==> src/rtl/perf_pkg.sv <==
// rtl/perf_pkg.sv - shared types and helpers for the pipeline performance monitor
// Contents:
//   perf_state_e   : monitor state encoding (IDLE=00, RUN=01, DONE=10)
//   PERF_CNT_W_DEF : default counter width
//   perf_sel_w()   : readout select width for a given channel count (min 1)
package perf_pkg;

  typedef enum logic [1:0] {
    PERF_IDLE = 2'b00,
    PERF_RUN  = 2'b01,
    PERF_DONE = 2'b10
  } perf_state_e;

  localparam int PERF_CNT_W_DEF = 32;

  function automatic int perf_sel_w(input int n);
    return (n > 1) ? $clog2(n) : 1;
  endfunction

endpackage

==> src/rtl/perf_counter.sv <==
// rtl/perf_counter.sv - one event counter channel with sticky overflow flag
// Optional build macro: PERF_SAT_EN (saturate at all-ones instead of wrapping)
// Ports:
//   clk_i      in   clock
//   rst_n_i    in   asynchronous active-low reset
//   clr_i      in   synchronous clear of count and flag (wins over inc_i)
//   inc_i      in   count one this cycle
//   cnt_nxt_o  out  CNT_W value the counter takes at the coming edge
//   ovf_o      out  sticky overflow flag
module perf_counter #(
  parameter int CNT_W = perf_pkg::PERF_CNT_W_DEF
) (
  input  logic             clk_i,
  input  logic             rst_n_i,
  input  logic             clr_i,
  input  logic             inc_i,
  output logic [CNT_W-1:0] cnt_nxt_o,
  output logic             ovf_o
);

  localparam logic [CNT_W-1:0] ONE = CNT_W'(1);

  logic [CNT_W-1:0] cnt_q, cnt_d;
  logic             ovf_q, ovf_d;

  always_comb begin
    cnt_d = cnt_q;
    ovf_d = ovf_q;
    if (clr_i) begin
      cnt_d = '0;
      ovf_d = 1'b0;
    end else if (inc_i) begin
      if (&cnt_q) begin
        ovf_d = 1'b1;
`ifdef PERF_SAT_EN
        cnt_d = cnt_q;
`else
        cnt_d = '0;
`endif
      end else begin
        cnt_d = cnt_q + ONE;
      end
    end
  end

  always_ff @(posedge clk_i or negedge rst_n_i) begin
    if (!rst_n_i) begin
      cnt_q <= '0;
      ovf_q <= 1'b0;
    end else begin
      cnt_q <= cnt_d;
      ovf_q <= ovf_d;
    end
  end

  // The readout register captures the post-edge value, so expose the next value.
  assign cnt_nxt_o = cnt_d;
  assign ovf_o     = ovf_q;

endmodule

==> src/rtl/pipe_perf_monitor.sv <==
// rtl/pipe_perf_monitor.sv - pipeline event monitor: run FSM, cycle counter, event channels, readout
// Optional build macro: PERF_SAT_EN (event and cycle counters saturate)
// Ports:
//   clk_i     in   clock
//   rst_n_i   in   asynchronous active-low reset
//   start_i   in   level start request, honoured in IDLE only
//   clr_i     in   synchronous clear to IDLE, highest priority
//   freeze_i  in   suspend event counting in RUN (cycle counter keeps going)
//   evt_i     in   per-channel event strobes
//   inh_i     in   per-channel inhibits
//   rd_sel_i  in   readout channel select
//   rd_val_o  out  registered value of the selected channel (0 when out of range)
//   cycle_o   out  run-cycle counter
//   state_o   out  00 IDLE, 01 RUN, 10 DONE
//   done_o    out  high in DONE
//   ovf_o     out  sticky per-channel overflow flags
module pipe_perf_monitor
  import perf_pkg::*;
#(
  parameter int NUM_EVT    = 4,
  parameter int CNT_W      = PERF_CNT_W_DEF,
  parameter int MAX_CYCLES = 64
) (
  input  logic                             clk_i,
  input  logic                             rst_n_i,
  input  logic                             start_i,
  input  logic                             clr_i,
  input  logic                             freeze_i,
  input  logic [NUM_EVT-1:0]               evt_i,
  input  logic [NUM_EVT-1:0]               inh_i,
  input  logic [perf_sel_w(NUM_EVT)-1:0]   rd_sel_i,
  output logic [CNT_W-1:0]                 rd_val_o,
  output logic [CNT_W-1:0]                 cycle_o,
  output logic [1:0]                       state_o,
  output logic                             done_o,
  output logic [NUM_EVT-1:0]               ovf_o
);

  localparam int               SEL_W = perf_sel_w(NUM_EVT);
  localparam logic [CNT_W-1:0] ONE   = CNT_W'(1);
  // Only meaningful when MAX_CYCLES != 0; the compare below is gated on that.
  localparam logic [CNT_W-1:0] LAST  = CNT_W'(MAX_CYCLES - 1);

  perf_state_e      state_q, state_d;
  logic [CNT_W-1:0] cycle_q, cycle_d;
  logic [CNT_W-1:0] rd_val_q, rd_mux;
  logic [CNT_W-1:0] cnt_nxt [NUM_EVT];
  logic [NUM_EVT-1:0] inc;

  wire run = (state_q == PERF_RUN);

  always_comb begin
    state_d = state_q;
    cycle_d = cycle_q;
    case (state_q)
      PERF_IDLE: if (start_i) state_d = PERF_RUN;
      PERF_RUN: begin
`ifdef PERF_SAT_EN
        if (!(&cycle_q)) cycle_d = cycle_q + ONE;
`else
        cycle_d = cycle_q + ONE;
`endif
        if ((MAX_CYCLES != 0) && (cycle_q == LAST)) state_d = PERF_DONE;
      end
      PERF_DONE: state_d = PERF_DONE;
      default:   state_d = PERF_IDLE;
    endcase
    if (clr_i) begin
      state_d = PERF_IDLE;
      cycle_d = '0;
    end
  end

  always_ff @(posedge clk_i or negedge rst_n_i) begin
    if (!rst_n_i) begin
      state_q  <= PERF_IDLE;
      cycle_q  <= '0;
      rd_val_q <= '0;
    end else begin
      state_q  <= state_d;
      cycle_q  <= cycle_d;
      rd_val_q <= rd_mux;
    end
  end

  // Counting happens only on edges taken while already in RUN, so the
  // IDLE->RUN edge counts nothing and the RUN->DONE edge still counts.
  assign inc = evt_i & ~inh_i & {NUM_EVT{run & ~freeze_i}};

  for (genvar k = 0; k < NUM_EVT; k++) begin : g_chan
    perf_counter #(.CNT_W(CNT_W)) u_cnt (
      .clk_i     (clk_i),
      .rst_n_i   (rst_n_i),
      .clr_i     (clr_i),
      .inc_i     (inc[k]),
      .cnt_nxt_o (cnt_nxt[k]),
      .ovf_o     (ovf_o[k])
    );
  end

  // Selects with no matching channel fall through to 0.
  always_comb begin
    rd_mux = '0;
    for (int k = 0; k < NUM_EVT; k++) begin
      if (rd_sel_i == SEL_W'(k)) rd_mux = cnt_nxt[k];
    end
  end

  assign rd_val_o = rd_val_q;
  assign cycle_o  = cycle_q;
  assign state_o  = state_q;
  assign done_o   = (state_q == PERF_DONE);

endmodule
==> config.mk <==
export PLATFORM = sky130hd
export DESIGN_NAME = pipe_perf_monitor
export DESIGN_NICKNAME = d
export VERILOG_FILES = /design/src/rtl/perf_pkg.sv /design/src/rtl/perf_counter.sv /design/src/rtl/pipe_perf_monitor.sv
export SDC_FILE = /design/constraint.sdc
export NUM_CORES = 1
export LEC_CHECK = 0
export ABC_AREA = 1
export CAP_MARGIN = 20
export CORE_ASPECT_RATIO = 1.4
export CORE_MARGIN = 2
export CORE_UTILIZATION = 30
export DETAILED_ROUTE_END_ITERATION = 10
export GPL_TIMING_DRIVEN = 0
export MAX_ROUTING_LAYER = met4
export PLACE_DENSITY = 0.44
export SLEW_MARGIN = 40
export SYNTH_ARGS = -nofsm -noshare
export SYNTH_HDL_FRONTEND = slang
export SYNTH_SLANG_ARGS = --single-unit
==> constraint.sdc <==
create_clock -name clk_i -period 2.6 [get_ports clk_i]
set_input_delay 0.52 -clock clk_i [delete_from_list [all_inputs] [get_ports clk_i]]
set_output_delay 0.52 -clock clk_i [all_outputs]
set_load 0.01 [all_outputs]
==> summary.txt, run 1 <==
Route
  – DRT Pass-1 Iters: 5
  – Residual DRC: 0
  – Post-DRT Antenna Nets: 0
  – Drt wl/cell: 19.7 um
  – Mean number of vias per cell: 4.93
  – Total wire length: ~48000 um
  – 1st-iter DRT viols: just over 700
  – Via Count: between 10000 and 15000

Synthesis
  – Total number of yosys warnings: 0
  – Top cell type's share of synthesized area: 40.7%
  – Post-Syn Area: ~12000 um^2
  – Post-synthesis sequential area ratio: approximately two fifths
  – Main synth FF type: dfrtp_1
  – Syn nets: ~1800
  – Flops & latches, synth: 198
  – Mapped Cells: approximately 1800
  – Distinct cell type count after synthesis: between 40 and 50
  – Post-synth top area cell: dfrtp_1
  – Post-synth EDFFs: 0
  – Asr flop ratio synth: between 90% and 100%
  – Mean Syn Cell Area: about 7 um^2
  – Ranking of synthesized cells by area: dfrtp_1 (41%), nand2_1 (17%), nor2_1 (8.8%)

Global routing
  – First-pass GRT wire length: approximately 73000 um
  – Vias in the first global route: approximately 12000
  – Largest net degree at the start of global routing: 60
  – All-layer global routing usage: a little under a quarter
  – Antenna violations before repair: 1
  – Total gr overflow: 0

Clocking
  – Clk buf depth: 2
  – Total CTS buffers: 17
  – Root buffer cell: clkbuf_16
  – Clk slew on worst S/H paths: 0.08 ns
  – Clock sink total: 198
  – Clk_lat worst skew: roughly 0.47 ns
  – H-tree Lvls: 4
  – CTS tree: done

Timing
  – RSZ-0062 raised after global routing: true
  – Max-slew violation count: 0
  – Hold_ws: slightly below 0.5 ns
  – Worst Max-Slew Pin Slew: approximately 0.84 ns
  – Worst rel slew slack: 44.0%
  – Fmax: roughly 0.4 GHz
  – Setup violators final: 0
  – Hold Violations, Final: 0
  – Final Critical Period: around 2.5 ns
  – Worst Skew: between 0.01 and 0.015 ns
  – Final worst-path cycle share: 97.6%
  – Setup tns final: 0 ns

Floorplan
  – Site Rows: slightly below 90
  – Io pins: between 80 and 90
  – Die Ht: ~240 um
  – Placeable Area: 40200 um^2
  – Initial Utilization: ~30%
  – Die width: between 150 and 200 um
  – Die ar.: 42200 um^2

Setup path
  – CP Cell Sequence: clkdlybuf4s50_1 > clkbuf_1 > buf_4 > buf_1 > nor2_1 > nand2_1 > nand4_1
  – R2r setup slk: approximately 0.11 ns
  – Reg2Reg Depth: 11
  – CP endpoint kind: flip-flop
  – Critical Path End: rd_val_o[14]$_DFF_PN0_
  – CP max-delay cell: buf_1
  – CP required: around 2.9 ns
  – First element of the critical path: clr_i
  – Max incr delay on CP: ~0.66 ns
  – Crit path DAT: 2.84 ns
  – Crit Path Max Fanout: 10
  – Worst reg2reg startpoint: state_o[1]$_DFFE_PN0P_
  – R2r endpoint: rd_val_o[23]$_DFF_PN0_
  – CP Class: in2reg
  – Startpoint Class: input port

Job
  – # Max-Cap Violations: 0

Place
  – Placed Cells incl. Taps: about 2400
  – Gpl congestion: around 0.93
  – PortBufs: 85
  – Final HPWL DP: 38200 um

Min path
  – HP Class: reg2reg

Layout
  – Layout cells sized above 1: 6.89%
  – NumNets Final: 1928
  – Finished Layout Cells: around 2500
  – Area grow syn2layout: 20.1%

Power and ir drop
  – Design Power: slightly below 7 mW
  – Pwr Density: approximately 470 nW/um^2
  – P_leak: ~6.3 nW
  – Max VDD drop: between 0.4 and 0.5 mV

Outcome
  – Run status: finished, final reports clean
[routing by layer]
metal  track usage, %  part of all wire [%]
met1             26.9                    41
met2             42.8                    52
met3             2.64                   3.2
met4             8.75                   3.4
met5                -                     0
[per-stage QoR]
step / cell area, um^2 / setup slack (ns) / util [%]
2_1_floorplan: 12200 / 0.556 / -
4_1_cts: 14500 / 0.00411 / 36.2
3_3_place_gp: 13700 / -8.36 / 34.1
6_report: 14600 / 0.0632 / 36.4
5_1_grt: 14600 / -0.0156 / 36.4
3_5_place_dp: 13800 / -1.05 / 34.3
[cell families after synthesis]
group / after synthesis / share of synthesized area [%]
and+or+nand+nor: 1181 / 42.3
DFF: 198 / 40.7
xor gates and xnor gates: 49 / 3.53
adders and majority gates: 9 / 0.925
buffers and inverters: 258 / 8.16
AOI/OAI and AO/OA: 95 / 4.43
[power breakdown]
part / internal [mW] / switching, mW / leakage [nW]
registers: 3.15 / 0.0802 / 2.75
clock network: 1.37 / 1.43 / 0.286
logic: 0.281 / 0.551 / 3.31
total: 4.80 / 2.06 / 6.35
[cell usage after synthesis, types with 5 or more instances]
library cell    n
inv_1         210
o21ai_0        36
nor2_2         13
or2_2           6
nand4_1       109
buf_1           5
buf_2           8
nand2_1       550
clkbuf_1       27
ha_1            9
nand3_1       131
nor2_4          5
nor3_1         45
a21oi_1        31
nand3b_1        8
and3_1         15
nor2_1        285
xnor2_1        15
xor2_1         34
o21bai_1       10
dfrtp_1       198
[registers in the layout (all words and copies together) (netlist names)]
signal	cells
state_o	2
g_chan.u_cnt.ovf_o	4
g_chan.u_cnt.cnt_q	128
cycle_o	32
rd_val_o	32
[placed cells by master, fill, tap and decap left out, types with 3 or more instances in the layout]
cell | synthesis | layout
buf_4 | 4 | 12
a21oi_1 | 31 | 31
clkbuf_16 | 0 | 17
nor2_4 | 5 | 14
clkinv_4 | 0 | 4
xor2_1 | 34 | 33
a211oi_1 | 3 | 3
nor2_1 | 285 | 274
inv_8 | 0 | 5
nor2_2 | 13 | 15
clkbuf_2 | 0 | 9
buf_2 | 8 | 6
ha_1 | 9 | 6
xnor2_1 | 15 | 15
o21ai_0 | 36 | 36
nand4_1 | 109 | 109
or2_2 | 6 | 6
and3_1 | 15 | 15
clkdlybuf4s50_1 | 0 | 84
nand3b_1 | 8 | 8
o21bai_1 | 10 | 10
nand2_1 | 550 | 544
nand2_2 | 3 | 8
clkbuf_1 | 27 | 18
buf_16 | 0 | 3
buf_1 | 5 | 3
nor4_1 | 4 | 4
inv_1 | 210 | 208
inv_2 | 3 | 5
dfrtp_1 | 198 | 197
nand3_1 | 131 | 128
nor3_1 | 45 | 43
nand3_2 | 1 | 4
[repair_timing]
item | 4_1_cts | 5_1_grt
hold buffers | 1 | 0
hold endpoints to repair | 44 | 0
setup endpoints to repair | 35 | 36
resized for setup | 32 | 25
pin swaps | 10 | 4
buffers inserted | 3 | 2
[how the worst min path moves through the flow]
stage                                                 start                                end  cells after the start
after floorplan                                     rst_n_i             cycle_o[0]$_DFFE_PN0P_                      0
after global placement    g_chan[2].u_cnt.ovf_o$_DFFE_PN0P_  g_chan[2].u_cnt.ovf_o$_DFFE_PN0P_                      2
after global routing      g_chan[3].u_cnt.ovf_o$_DFFE_PN0P_  g_chan[3].u_cnt.ovf_o$_DFFE_PN0P_                      2
after CTS                 g_chan[3].u_cnt.ovf_o$_DFFE_PN0P_  g_chan[3].u_cnt.ovf_o$_DFFE_PN0P_                      2
after detailed placement                            rst_n_i             state_o[1]$_DFFE_PN0P_                      1
final                     g_chan[3].u_cnt.ovf_o$_DFFE_PN0P_  g_chan[3].u_cnt.ovf_o$_DFFE_PN0P_                      2
[critical path: cells and delay by family]
family                 cells  cell delay (ns)
buffers and inverters      4             1.72
AND/OR/NAND/NOR            3             0.59
[layout make-up]
type | count | area [um^2]
antenna | 1 | 2.50
buffer | 44 | 214
clock buffer | 17 | 425
clock inverter | 15 | 166
fill | 4305 | 25600
inverter | 214 | 805
multi-input combinational | 1334 | 6370
sequential | 198 | 4960
tap | 534 | 668
timing repair buffer | 95 | 1010
Power figures use the tool's default switching activity.
==> run 2: changes to the inputs <==
- PLACE_DENSITY: 0.44 -> not set
- clock period: 2.6 -> 2.9 ns (I/O delays scaled with it)
==> run 2 against run 1 <==
Compared with the run above:
- total power fell by 9.8%
- largest cell class unchanged
- clock power fell by 7.5%
- setup slack improved by 0.036 ns
- critical endpoint is now rd_val_o[23]$_DFF_PN0_
- highest routed layer unchanged
- die area did not move
- register-to-register slack improved by 0.02 ns
==> summary.txt, run 2 (synthesis gave the netlist of run 1 again) <==
Layout
  – Reg with most FFs: g_chan.u_cnt.cnt_q
  – Leading cell type in the layout, fill and taps excluded: nand2_1
  – Most frequent cells in the layout: nand2_1 (550), nor2_1 (281), inv_1 (210)
  – Finished Layout Cells: around 2400
  – Area grow syn2layout: 18.4%
  – NumNets Final: about 1900
  – Multi-input gate area: about 6200 um^2
  – Cell area after layout: approximately 14000 um^2
  – N_diodes: 0
  – Max reg flops: about 130
  – Fill cells: 4278
  – Layout cells sized above 1: roughly 4.9%
  – Seq. cell area: a little under 5000 um^2

Floorplan
  – Placeable Area: around 40000 um^2
  – Die width: 174 um
  – Die ar.: ~42000 um^2
  – Site Rows: 87
  – Die Ht: approximately 240 um
  – Initial Utilization: between 30% and 40%
  – Io pins: 86

Setup path
  – CP Cell Sequence: clkdlybuf4s50_1 > clkinv_1 > clkbuf_1 > clkbuf_2 > nand4_1 > nand4_1
  – Total stage count of the critical path: 6
  – CP endpoint kind: flip-flop
  – Cell mode on critical path: nand4_1
  – Max incr delay on CP: between 0.5 and 0.6 ns
  – Reg2Reg Depth: 11
  – CP required: between 3 and 4 ns
  – WP buf/inv: 4
  – Startpoint Class: input port
  – CP top delay family: buffers and inverters
  – R2r setup slk: 0.13 ns
  – First element of the critical path: clr_i
  – Crit path DAT: approximately 3 ns
  – R2r endpoint: rd_val_o[13]$_DFF_PN0_
  – Crit Path Max Fanout: 10
  – CP Class: in2reg
  – Critical Path End: rd_val_o[23]$_DFF_PN0_
  – Worst reg2reg startpoint: state_o[1]$_DFFE_PN0P_
  – CP max-delay cell: clkdlybuf4s50_1

Power and ir drop
  – Max VDD drop: 0.428 mV
  – Pwr Density: 429 nW/um^2
  – P_leak: between 6 and 7 nW

Timing
  – Hold_ws: 0.0584 ns
  – Final Critical Period: roughly 2.8 ns
  – Worst Max-Slew Pin Slew: about 0.74 ns
  – Fmax: between 0.3 and 0.4 GHz
  – Hold Violations, Final: 0
  – RSZ-0062 raised after global routing: false
  – Final worst-path cycle share: between 90 and 100%
  – Final worst slack: just under 0.1 ns
  – Max-slew violation count: 0
  – Setup violators final: 0
  – Worst Skew: roughly 0.014 ns
  – Worst rel slew slack: roughly 50%

Place
  – Post-DP Area: between 10000 and 15000 um^2
  – Final HPWL DP: 34400 um
  – Worst slack at placement: -0.648 ns
  – Gpl congestion: ~0.96
  – PortBufs: 85
  – Placed Cells incl. Taps: between 2000 and 2500

Clocking
  – CTS tree: done
  – Hold Buf Count CTS: 0
  – Clk_lat worst skew: between 0.4 and 0.5 ns
  – Clk slew on worst S/H paths: 0.08 ns
  – Setup bufs post-CTS: 0
  – Total CTS buffers: 17
  – H-tree Lvls: 4
  – Clk buf depth: 2
  – Clock sink total: 198
  – Root buffer cell: clkbuf_16

Global routing
  – Vias in the first global route: approximately 12000
  – Total gr overflow: 0
  – Antenna violations before repair: 0
  – All-layer global routing usage: around 22%
  – First-pass GRT wire length: roughly 68000 um
  – Largest net degree at the start of global routing: 72

Route
  – Drt wl/cell: roughly 18 um
  – Total wire length: around 44000 um
  – Mean number of vias per cell: 5.00
  – Via Count: 12200
  – DRT Pass-1 Iters: 5
  – Post-DRT Antenna Nets: 0
  – Residual DRC: 0
  – 1st-iter DRT viols: 983

Min path
  – HP Class: in2async

Job
  – # Max-Cap Violations: 0

Outcome
  – Run status: finished, final reports clean
## run 2: cell types whose count changed in the layout (fill, tap and decap cells not counted), moves of 3 or more
cell | previous run | this run
clkbuf_1 | 18 | 22
inv_6 | 1 | 6
buf_4 | 12 | 4
clkbuf_2 | 9 | 5
inv_8 | 5 | 2
nand2_1 | 544 | 550
nand3_1 | 128 | 131
nand2_2 | 8 | 3
nor2_4 | 14 | 7
nand3_2 | 4 | 1
nor2_1 | 274 | 281
## run 2: worst min path at each step
stage                                 startpoint                                 to  slack (ns)  depth (start not counted)
2_1_floorplan                            rst_n_i             cycle_o[0]$_DFFE_PN0P_        0.28                          0
3_3_place_gp   g_chan[2].u_cnt.ovf_o$_DFFE_PN0P_  g_chan[2].u_cnt.ovf_o$_DFFE_PN0P_        0.48                          2
3_5_place_dp   g_chan[3].u_cnt.ovf_o$_DFFE_PN0P_  g_chan[3].u_cnt.ovf_o$_DFFE_PN0P_        0.49                          2
4_1_cts                                  rst_n_i            cycle_o[14]$_DFFE_PN0P_        0.07                          1
5_1_grt                                  rst_n_i             cycle_o[8]$_DFFE_PN0P_        0.09                          1
6_report                                 rst_n_i            cycle_o[11]$_DFFE_PN0P_        0.06                          1
## run 2: cell type report
type / instances / share of cell area [%]
inverter: 214 / 5.57
multi-input combinational: 1334 / 43.4
sequential: 198 / 34.4
clock buffer: 17 / 2.95
buffer: 43 / 1.36
clock inverter: 15 / 1.40
tap: 534 / 4.64
timing repair buffer: 87 / 6.32
## run 2: worst register-to-register path: stages, from the launching register on
cell,delay [ns]
dfrtp_1,0.42
inv_1,0.11
ha_2,0.30
nand2_2,0.20
nor2_2,0.25
buf_2,0.27
nand3_1,0.09
nor2_1,0.26
nand4_1,0.17
nand4_1,0.19
nand2_1,0.17
nand3b_1,0.21
## run 2: report_power, final
group          total (mW)  internal (mW)  switching (mW)
sequential           2.90           2.82          0.0760
clock                2.59           1.33            1.26
combinational       0.700          0.219           0.481
total                6.19           4.37            1.82
## run 2: through the flow
step | TNS, ns | total power [mW] | util (%)
global placement | -1543.25 | 3.63 | 34.1
global route | 0 | 6.42 | 35.9
detailed placement | -5.23 | 3.65 | 34.3
floorplan | 0 | 3.28 | -
finish | 0 | 6.19 | 35.9
CTS | 0 | 6.24 | 35.8
## run 2: what timing repair did
action	4_1_cts	5_1_grt
pin swaps	0	1
gates resized for setup	5	5
setup endpoints to repair	8	4
endpoints found under the hold margin	0	0
## run 2: layer usage
layer  GRT usage (%)  vias to the layer above  wire length [um]
met5               -                        -                 0
met4            12.4                        0              2440
met3            2.89                       95              2170
met2            35.3                      418             21400
met1            25.5                     5736             18300
li1                -                     5951                 -
